===== src/rtl/stage3_execute.sv =====
// Execute stage of the SCU pipeline: ALU, Z/N flags, branch/jump resolution and the
// registered EX/MEM bundle, plus squashing of wrong-path instructions after a redirect.
module stage3_execute #(
  parameter int DW       = 32,
  parameter int RW       = 6,
  parameter int SQUASH_N = 2
) (
  input  logic          clk,
  input  logic          rst_n,
  input  logic          in_valid,
  input  logic [DW-1:0] in_imm,
  input  logic [RW-1:0] in_rd,
  input  logic [DW-1:0] in_rd1,
  input  logic [DW-1:0] in_rd2,
  input  logic [DW-1:0] in_PC,
  input  logic          in_brz,
  input  logic          in_brn,
  input  logic          in_j,
  input  logic          in_regw,
  input  logic          in_wai,
  input  logic          in_memw,
  input  logic          in_memr,
  input  logic          in_alusrc,
  input  logic [2:0]    in_aluop,
  output logic          out_valid,
  output logic [DW-1:0] out_alu,
  output logic [DW-1:0] out_wdata,
  output logic [RW-1:0] out_rd,
  output logic          out_regw,
  output logic          out_wai,
  output logic          out_memw,
  output logic          out_memr,
  output logic          out_take,
  output logic [DW-1:0] out_target,
  output logic          out_z,
  output logic          out_n
);

  localparam int CW = (SQUASH_N < 1) ? 1 : $clog2(SQUASH_N + 1);

  // Slot protocol: there is no back-pressure. in_valid marks a real instruction in the
  // ID/EX slot for exactly the cycle it is presented; out_valid marks the EX/MEM slot the
  // same way one cycle later. Controls are zero whenever the slot is not valid.

  logic [DW-1:0] op_b;
  logic [DW-1:0] alu_res;
  logic          live;
  logic          take;
  logic          flag_upd;

  logic          valid_d,  valid_q;
  logic [DW-1:0] alu_d,    alu_q;
  logic [DW-1:0] wdata_d,  wdata_q;
  logic [RW-1:0] rd_d,     rd_q;
  logic          regw_d,   regw_q;
  logic          wai_d,    wai_q;
  logic          memw_d,   memw_q;
  logic          memr_d,   memr_q;
  logic          take_d,   take_q;
  logic [DW-1:0] target_d, target_q;
  logic          z_d,      z_q;
  logic          n_d,      n_q;
  logic [CW-1:0] sq_cnt_d, sq_cnt_q;

  // The PC is carried in the bundle for linking stages but the ALU never selects it.
  logic unused_pc;
  assign unused_pc = ^in_PC;

  assign op_b = in_alusrc ? in_imm : in_rd2;

  always_comb begin
    alu_res = in_rd1 + op_b;
    case (in_aluop)
      3'b000:  alu_res = in_rd1 + op_b;
      3'b001:  alu_res = in_rd1 - op_b;
      3'b010:  alu_res = '0 - in_rd1;
      3'b011:  alu_res = in_rd1;
      3'b100:  alu_res = op_b;
      3'b101:  alu_res = in_rd1 + DW'(1);
      default: alu_res = in_rd1 + op_b;
    endcase
  end

  // Branches test the flags as they stood before this instruction's own update.
  assign live     = in_valid && (sq_cnt_q == '0);
  assign take     = live && (in_j || (in_brz && z_q) || (in_brn && n_q));
  assign flag_upd = live && in_regw && !in_memr;

  always_comb begin
    valid_d  = live;
    regw_d   = live && in_regw;
    wai_d    = live && in_wai;
    memw_d   = live && in_memw;
    memr_d   = live && in_memr;
    take_d   = take;
    target_d = take ? in_rd1 : '0;
    alu_d    = alu_q;
    wdata_d  = wdata_q;
    rd_d     = rd_q;
    z_d      = z_q;
    n_d      = n_q;
    sq_cnt_d = sq_cnt_q;

    if (live) begin
      alu_d   = alu_res;
      wdata_d = in_rd2;
      rd_d    = in_rd;
    end

    if (flag_upd) begin
      z_d = (alu_res == '0);
      n_d = alu_res[DW-1];
    end

    // Only real instructions consume squash slots; pipeline bubbles pass through.
    if (take) begin
      sq_cnt_d = CW'(SQUASH_N);
    end else if (in_valid && (sq_cnt_q != '0)) begin
      sq_cnt_d = sq_cnt_q - CW'(1);
    end
  end

  always_ff @(posedge clk or negedge rst_n) begin
    if (!rst_n) begin
      valid_q  <= 1'b0;
      alu_q    <= '0;
      wdata_q  <= '0;
      rd_q     <= '0;
      regw_q   <= 1'b0;
      wai_q    <= 1'b0;
      memw_q   <= 1'b0;
      memr_q   <= 1'b0;
      take_q   <= 1'b0;
      target_q <= '0;
      z_q      <= 1'b0;
      n_q      <= 1'b0;
      sq_cnt_q <= '0;
    end else begin
      valid_q  <= valid_d;
      alu_q    <= alu_d;
      wdata_q  <= wdata_d;
      rd_q     <= rd_d;
      regw_q   <= regw_d;
      wai_q    <= wai_d;
      memw_q   <= memw_d;
      memr_q   <= memr_d;
      take_q   <= take_d;
      target_q <= target_d;
      z_q      <= z_d;
      n_q      <= n_d;
      sq_cnt_q <= sq_cnt_d;
    end
  end

  assign out_valid  = valid_q;
  assign out_alu    = alu_q;
  assign out_wdata  = wdata_q;
  assign out_rd     = rd_q;
  assign out_regw   = regw_q;
  assign out_wai    = wai_q;
  assign out_memw   = memw_q;
  assign out_memr   = memr_q;
  assign out_take   = take_q;
  assign out_target = target_q;
  assign out_z      = z_q;
  assign out_n      = n_q;

endmodule


===== config.mk =====
export PLATFORM = sky130hd
export DESIGN_NAME = stage3_execute
export DESIGN_NICKNAME = d
export VERILOG_FILES = /design/src/rtl/stage3_execute.sv
export SDC_FILE = /design/constraint.sdc
export NUM_CORES = 1
export LEC_CHECK = 0
export BUFFER_PORTS_ARGS = -buffer_cell sky130_fd_sc_hd__clkbuf_2
export CAP_MARGIN = 20
export CORE_MARGIN = 1.5
export CORE_UTILIZATION = 49
export CTS_BUF_LIST = sky130_fd_sc_hd__clkbuf_16
export CTS_CLUSTER_DIAMETER = 100
export DETAILED_ROUTE_END_ITERATION = 16
export PLACE_DENSITY = 0.89
export SLEW_MARGIN = 20
export SYNTH_ARGS = -nofsm -noshare
export SYNTH_HDL_FRONTEND = slang
export SYNTH_SLANG_ARGS = --single-unit

===== constraint.sdc =====
create_clock -name clk -period 1.75 [get_ports clk]
set_input_delay 0.35 -clock clk [delete_from_list [all_inputs] [get_ports clk]]
set_output_delay 0.35 -clock clk [all_outputs]
set_load 0.02 [all_outputs]

==> results of run 1 <==
==> synth_stat cells (6+ instances only) <==
| cell | number |
|---|---|
| a21o_1 | 18 |
| or4_1 | 6 |
| o21ai_0 | 71 |
| xnor2_1 | 28 |
| inv_1 | 21 |
| xor2_1 | 9 |
| nand4_1 | 12 |
| nand2b_1 | 11 |
| and4_1 | 6 |
| nor4_1 | 12 |
| and3_1 | 15 |
| nor3_1 | 42 |
| clkbuf_1 | 52 |
| and2_1 | 35 |
| nor2b_1 | 6 |
| a21oi_1 | 64 |
| a211oi_1 | 14 |
| dfrtp_1 | 112 |
| o31a_1 | 6 |
| nor3b_1 | 9 |
| o22ai_1 | 32 |
| o21a_1 | 13 |
| ha_1 | 40 |
| o221ai_1 | 6 |
| o211ai_1 | 15 |
| nand2_1 | 92 |
| nor2_1 | 73 |
| mux2_2 | 57 |
| a31oi_1 | 13 |
| mux2i_1 | 42 |
| o31ai_1 | 6 |
| nand3_1 | 34 |
==> kinds of logic after synthesis <==
kind of cell | Yosys count
and+or+nand+nor | 381
xor gates and xnor gates | 37
muxes | 99
buffers and inverters | 86
AOI/OAI and AO/OA | 307
DFF | 112
adders and majority gates | 41
==> routing by layer <==
metal,GRT overflow,track usage
met5,0,0.150
met3,0,0.512
met2,69,0.867
met1,0,0.674
met4,53,0.697
==> per-stage QoR <==
stage                util  hold slack [ps]
floorplan               -             54.4
CTS                 0.815              198
global placement    0.726              363
detailed placement  0.726              362
==> repair_timing <==
action | CTS
setup buffers | 50
gates resized for setup | 231
hold buffers | 1
endpoints found under the setup margin | 34
hold endpoints to repair | 48
pin swaps | 90
==> impl_metrics.json, run 1 <==
{
  "htreeDepth": 3,
  "syn-cell-area_um2": 9080,
  "synth.area.top_cells": "dfrtp_1, mux2_2, ha_1, mux2i_1, o21ai_0",
  "failing_step": "5_1_grt",
  "start_util": 0.502,
  "async_reset_ff_frac": 1.00,
  "status": "aborted with a tool error",
  "hpwlAfterDp_mm": 31.1,
  "cts-buffers-inserted": 9,
  "ys_ff_latch": 112,
  "gp_congestion": 1.15,
  "grt_pass1_wl_mm": 98.5,
  "rows": 49,
  "clkSinkCount": 112,
  "synth_fp_nets": 1252,
  "synth_top_area_frac": 0.309,
  "root_buffer": "clkbuf_16",
  "clockBufferDepth": 2,
  "synth_fa_ha_area_frac": 0.0573,
  "synth_top_family_by_area": "simple AND/OR/NAND/NOR gates",
  "synth.avg_cell_area_um2": 8.54,
  "io_pins": 258,
  "yosysTopAreaCell": "dfrtp_1",
  "synth-simple-area-share": 0.223,
  "synth_top_flop_cell": "dfrtp_1",
  "pre_cts_slack_ps": -3480,
  "overflow": 122,
  "synth-seq-area-share": 0.309,
  "die_w_um": 139,
  "synth_compound_area_frac": 0.219,
  "synthCells": 1063,
  "track_usage": 0.681,
  "die_h_um": 139,
  "grt_max_degree": 65,
  "yosys_warnings": 0,
  "port_buffers": 225,
  "synth-edff-count": 0,
  "synth.area.mux_share": 0.117,
  "synthXorXnorAreaFrac": 0.0357,
  "grt_pass1_vias": 15400,
  "place_area_um2": 13100,
  "firstError": "[ERROR GRT-0116] Global routing finished with congestion. Check the congestion regions in the DRC Viewer.",
  "dp_cells": 1803,
  "ys_types": 75
}
==> run 2, diff against run 1 <==
Settings changed: CORE_UTILIZATION 49 to 35, CTS_BUF_LIST sky130_fd_sc_hd__clkbuf_16 to unset, CTS_CLUSTER_DIAMETER 100 to unset, PLACE_DENSITY 0.89 to unset, PLACE_DENSITY_LB_ADDON set to 0.15.
Clock period 1.75 ns to 2.3 ns, I/O delays scaled along.
==> impl_metrics.json, run 2 <==
{
  "status": "complete, but fails checks",
  "violations": "setup timing",
  "antenna_found_initial": 1,
  "final_common_cell": "buf_4",
  "grt_max_degree": 113,
  "synth.area.top_cells": "dfrtp_1, mux2_2, ha_1, mux2i_1, o21ai_0",
  "ys_top_cells_by_count": "dfrtp_1, nand2_1, nor2_1, o21ai_0, a21oi_1",
  "grt_pass1_vias": 10400,
  "hold_buffers": 0,
  "grt_pass1_wl_mm": 56.4,
  "rows": 58,
  "layout_common_cells": "buf_4, clkbuf_2, dfrtp_1, nand2_1, nor2_1",
  "clkSinkCount": 112,
  "fin_ws_ps": -2090,
  "synth.most_common_cell": "dfrtp_1",
  "post_drt_wl_per_cell_um": 18.5,
  "die-area_um2": 26900,
  "synth-simple-area-share": 0.223,
  "overflow": 0,
  "synth_fp_nets": 1252,
  "p_total_mw": 10.6,
  "ys_types": 75,
  "leakagePower_nw": 7.25,
  "synthCells": 1063,
  "cts-buffers-inserted": 9,
  "ys_ff_latch": 112,
  "gp_congestion": 0.917,
  "synthXorXnorAreaFrac": 0.0357,
  "final_nets": 1839,
  "viasPerCell": 5.37,
  "cts_tree": "built",
  "synth_fa_ha_area_frac": 0.0573,
  "crit_required_ps": 2600,
  "synth-seq-area-share": 0.309,
  "rsz0062_at_grt": "true",
  "drv_slew": 0,
  "start_util": 0.359,
  "insertion_delay_ps": 370,
  "seqPwrFrac": 0.279,
  "coreArea_um2": 25300,
  "fill_cells": 2298,
  "drt-total-wl_mm": 36.7,
  "synth_top_flop_cell": "dfrtp_1",
  "ant_nets": 0,
  "startpoint_type": "primary input",
  "hpwlAfterDp_mm": 29.0,
  "fmax_mhz": 228,
  "slew_headroom": 0.600,
  "path_class": "in2reg",
  "worst-path-max-fanout": 5,
  "worst_pin_slew_ps": 600,
  "synth_compound_area_frac": 0.219,
  "setup_violations": 31,
  "drtIter0Drc": 692,
  "dr.pass1.iters": 5,
  "htreeDepth": 3,
  "async_reset_ff_frac": 1.00,
  "drc_errors": 0,
  "synth.avg_cell_area_um2": 8.54,
  "layout-drive-gt1-share": 0.551,
  "io_pins": 258,
  "route.vias.total": 10700,
  "finClkSkew_ps": 9.43,
  "clockBufferDepth": 2,
  "finalHoldViolCount": 0,
  "die_w_um": 164,
  "cp.arrival_ps": 4690,
  "cp-end-kind": "flip-flop",
  "yosysTopAreaCell": "dfrtp_1",
  "finalCriticalPeriod_ps": 4390,
  "synth-edff-count": 0,
  "root_buffer": "clkbuf_16",
  "syn_to_final_growth_pct": 67.1,
  "path_clk_slew_ps": 80,
  "synth.area.mux_share": 0.117,
  "p_comb_frac": 0.566,
  "synth_top_family_by_area": "simple AND/OR/NAND/NOR gates",
  "power.share.clock": 0.154,
  "p_sw_mw": 4.40,
  "p_sw_frac": 0.416,
  "p_per_area_nw_per_um2": 698,
  "port_buffers": 225,
  "cap_violations": 0,
  "fin_tns_setup_ps": -43700,
  "die_h_um": 164,
  "synth_top_area_frac": 0.309,
  "period_share": 1.91,
  "worst_ir_drop_vdd_v": 0.000416,
  "track_usage": 0.274,
  "p_int_mw": 6.19,
  "yosys_warnings": 0,
  "worst_hold_path_type": "in2async",
  "syn-cell-area_um2": 9080,
  "pre_cts_slack_ps": -2870
}
-- run 2: cell counts after synthesis --
Identical to the previous run, type by type.
-- run 2: timing repair --
| item | in CTS | in global routing |
|---|---|---|
| resized for setup | 150 | 112 |
| setup endpoints to repair | 31 | 32 |
| buffers inserted | 32 | 34 |
| pin swaps | 78 | 72 |
| endpoints found under the hold margin | 0 | 0 |
| cloned | 0 | 0 |
-- run 2: power groups by stage --
stage | Combinational, mW | Clock [mW] | Sequential (mW)
after global placement | 5.28 | 0 | 2.99
after global routing | 6.45 | 1.76 | 3.05
after floorplan | 2.11 | 0 | 3.83
after CTS | 5.70 | 1.69 | 2.97
after detailed placement | 5.32 | 0 | 3.00
final | 6.00 | 1.64 | 2.96
-- run 2: final cells by class --
type | instances | area (um2) | share of cell area
multi-input combinational | 865 | 7140 | 0.471
timing repair buffer | 640 | 4430 | 0.292
sequential | 112 | 2800 | 0.185
tap | 330 | 413 | 0.0272
clock buffer | 10 | 239 | 0.0157
inverter | 22 | 82.6 | 0.00544
clock inverter | 6 | 61.3 | 0.00404
antenna | 1 | 2.50 | 0.000165
-- run 2: kinds of logic (layout without fill, tap and decap cells) --
kind of cell / Yosys count / after routing
other cells: 0 / 1
fa+ha+maj: 41 / 41
flops: 112 / 112
simple gates: 381 / 381
mux: 99 / 99
buf+inv: 86 / 678
compound gates: 307 / 307
xor+xnor: 37 / 37
-- run 2: path summary, 6_finish.rpt --
check,startpoint,endpoint,slack (ps),cells past startpoint
max in group asynchronous,rst_n,out_alu[10],1680,2
max reg2reg,sq_cnt_q[0],out_alu[7],570,5
max,in_alusrc,out_z,-2090,25
min in group clk,in_rd[2],out_rd[2],310,2
min reg2reg,sq_cnt_q[0],sq_cnt_q[0],470,1
min,rst_n,out_wdata[25],160,2
-- run 2: worst max-delay path: stages --
cell	delay (ps)
clkbuf_16	130
mux2i_4	260
ha_4	180
o21ai_4	50
or2_4	240
nor4b_4	300
nand3_2	140
or4_4	500
nor2_4	150
nor3_2	50
a21oi_2	110
o21ai_2	80
buf_4	150
ha_4	260
nand3_1	70
o211ai_1	180
buf_4	180
a211oi_2	50
a21oi_2	200
nand3_2	110
a31oi_4	200
o2111ai_2	140
nor4b_2	230
nand4_1	130
o21ai_1	150
-- run 2: through the flow --
step	instance area [um2]	hold slack [ps]	utilization	cells
floorplan	9310	164	-	1063
global route	15200	223	0.599	1986
CTS	14500	188	0.571	1959
global placement	13300	456	0.525	1914
detailed placement	13300	459	0.525	1914
finish	15200	162	0.599	1986
-- run 2: per-layer routing --
metal  GRT usage  vias up  part of all wire
met4       0.106        0             0.036
met2       0.480      312              0.49
met3      0.0369       82             0.043
met1       0.340     5131              0.43
met5           0        -                 0
li1            -     5143                 -
Note: power is estimated with default switching activity, not from simulation.
==> run 3, diff against run 2 <==
Settings changed: BUFFER_PORTS_ARGS -buffer_cell sky130_fd_sc_hd__clkbuf_2 to unset, CAP_MARGIN 20 to 40, DONT_BUFFER_PORTS set to 1.
==> impl_metrics.json, run 3 (synthesis gave the netlist of run 2 again) <==
{
  "status": "complete, but fails checks",
  "violations": "hold timing, setup timing",
  "path_class": "in2reg",
  "worst_pin_slew_ps": 559,
  "finClkSkew_ps": 12.2,
  "crit_required_ps": 2590,
  "worst_hold_path_type": "in2async",
  "cts_tree": "built",
  "die_h_um": 164,
  "insertion_delay_ps": 370,
  "clkSinkCount": 112,
  "p_per_area_nw_per_um2": 732,
  "grt_pass1_wl_mm": 53.6,
  "cap_violations": 0,
  "grt_pass1_vias": 9570,
  "viasPerCell": 5.63,
  "fmax_mhz": 233,
  "p_int_mw": 5.74,
  "reg2reg_slack_ps": 370,
  "gp_congestion": 0.946,
  "cpMaxStageDelayCell": "or4_4",
  "dr.pass1.iters": 5,
  "htreeDepth": 3,
  "dp_cells": 1621,
  "io_pins": 258,
  "route.vias.total": 9497,
  "p_comb_frac": 0.423,
  "path_clk_slew_ps": 80,
  "holdWs_ps": -226,
  "fin_ws_ps": -1990,
  "final_common_cell": "buf_4",
  "drv_slew": 0,
  "track_usage": 0.262,
  "die_w_um": 164,
  "worst_ir_drop_vdd_v": 0.000472,
  "finalHoldViolCount": 112,
  "leakagePower_nw": 5.92,
  "drtIter0Drc": 538,
  "die-area_um2": 26900,
  "cp.arrival_ps": 4580,
  "period_share": 1.86,
  "power.share.clock": 0.174,
  "setup_violations": 30,
  "p_sw_frac": 0.413,
  "finalCriticalPeriod_ps": 4290,
  "post_drt_wl_per_cell_um": 21.0,
  "grt_max_degree": 113,
  "drt-total-wl_mm": 35.4,
  "rows": 58,
  "hpwlAfterDp_mm": 27.0,
  "path_cells": "mux2i_4, ha_4, o21ai_2, or2_4, nor4b_4, nand3_2, or4_4, nor2_4, nor3_2, a21oi_2, o21ai_2, ha_1, a21oi_2, o211ai_1, buf_4, nor2_2, o2111ai_2, a21o_1, a31oi_4, o2111ai_2, nor4b_2, nand4_1, o21ai_1",
  "coreArea_um2": 25300,
  "ant_nets": 0,
  "layout-drive-gt1-share": 0.439,
  "p_sw_mw": 4.04,
  "final_nets": 1542,
  "worst-path-max-fanout": 56,
  "stdcell_count": 1688,
  "start_util": 0.359,
  "slew_headroom": 0.627,
  "overflow": 0,
  "cp-end-kind": "flip-flop",
  "clockBufferDepth": 2,
  "startpoint_type": "primary input",
  "antenna_found_initial": 0,
  "num_antenna_cells": 0,
  "port_buffers": 0,
  "cpPeakStageDelay_ps": 470,
  "syn_to_final_growth_pct": 47.1,
  "layout_common_cells": "buf_4, dfrtp_1, nand2_1, nor2_1, mux2_2",
  "root_buffer": "clkbuf_16",
  "seqPwrFrac": 0.403,
  "p_total_mw": 9.78,
  "drc_errors": 0,
  "cts-buffers-inserted": 9,
  "rsz0062_at_grt": "true"
}
==> run 3: critical path: cells and delay by family <==
| kind | cells | cell delay (ps) |
|---|---|---|
| and+or+nand+nor | 9 | 1820 |
| muxes | 1 | 240 |
| AOI/OAI and AO/OA | 10 | 1430 |
| buffers and inverters | 1 | 170 |
| adders and majority gates | 2 | 470 |
==> run 3: power by group through the flow <==
stage	Clock (mW)	Sequential [mW]	Combinational, mW
after global placement	0	3.99	3.37
after global routing	1.81	4.03	4.49
after floorplan	0	3.83	2.11
final	1.70	3.94	4.13
after CTS	1.75	3.97	3.86
after detailed placement	0	4.00	3.41
==> run 3: path summary, 6_finish.rpt <==
| kind | cells after the start | start | end |
|---|---|---|---|
| max | 23 | in_alusrc | out_z |
| min | 0 | rst_n | out_wdata[20] |
| max reg2reg | 5 | sq_cnt_q[0] | out_rd[3] |
| min reg2reg | 1 | sq_cnt_q[0] | sq_cnt_q[0] |
| max in group asynchronous | 0 | rst_n | out_alu[17] |
| min in group clk | 1 | in_rd1[31] | out_target[31] |
==> run 3: final cells by class <==
cell class                      instances  area, um2
Fill cell                            2308      12000
Multi-Input combinational cell        865       7030
Sequential cell                       112       2800
Timing Repair Buffer                  343       2720
Tap cell                              330        413
Clock buffer                           10        229
Inverter                               22       82.6
Clock inverter                          6       75.1
==> run 3: timing repair <==
item | 4_1_cts | 5_1_grt
setup buffers | 42 | 20
pin swaps | 65 | 49
setup endpoints to repair | 30 | 30
hold endpoints to repair | 112 | 112
resized for setup | 158 | 67
==> run 3: metal layers <==
| metal | wire (um) | vias to the layer above | track usage | part of all wire |
|---|---|---|---|---|
| li1 | - | 4552 | - | - |
| met5 | 0 | - | 0 | 0 |
| met2 | 17800 | 311 | 0.470 | 0.50 |
| met3 | 1930 | 62 | 0.0394 | 0.054 |
| met4 | 1070 | 0 | 0.0884 | 0.030 |
| met1 | 14700 | 4572 | 0.317 | 0.41 |
==> run 3: stage by stage <==
step	setup slack (ps)	utilization	TNS [ps]	area, um2
2_1_floorplan	-2830	-	-54240	9310
3_3_place_gp	-2590	0.460	-53430	11600
3_5_place_dp	-2680	0.460	-55040	11600
4_1_cts	-1950	0.508	-38280	12900
5_1_grt	-2220	0.527	-42850	13400
6_report	-1990	0.527	-38260	13400
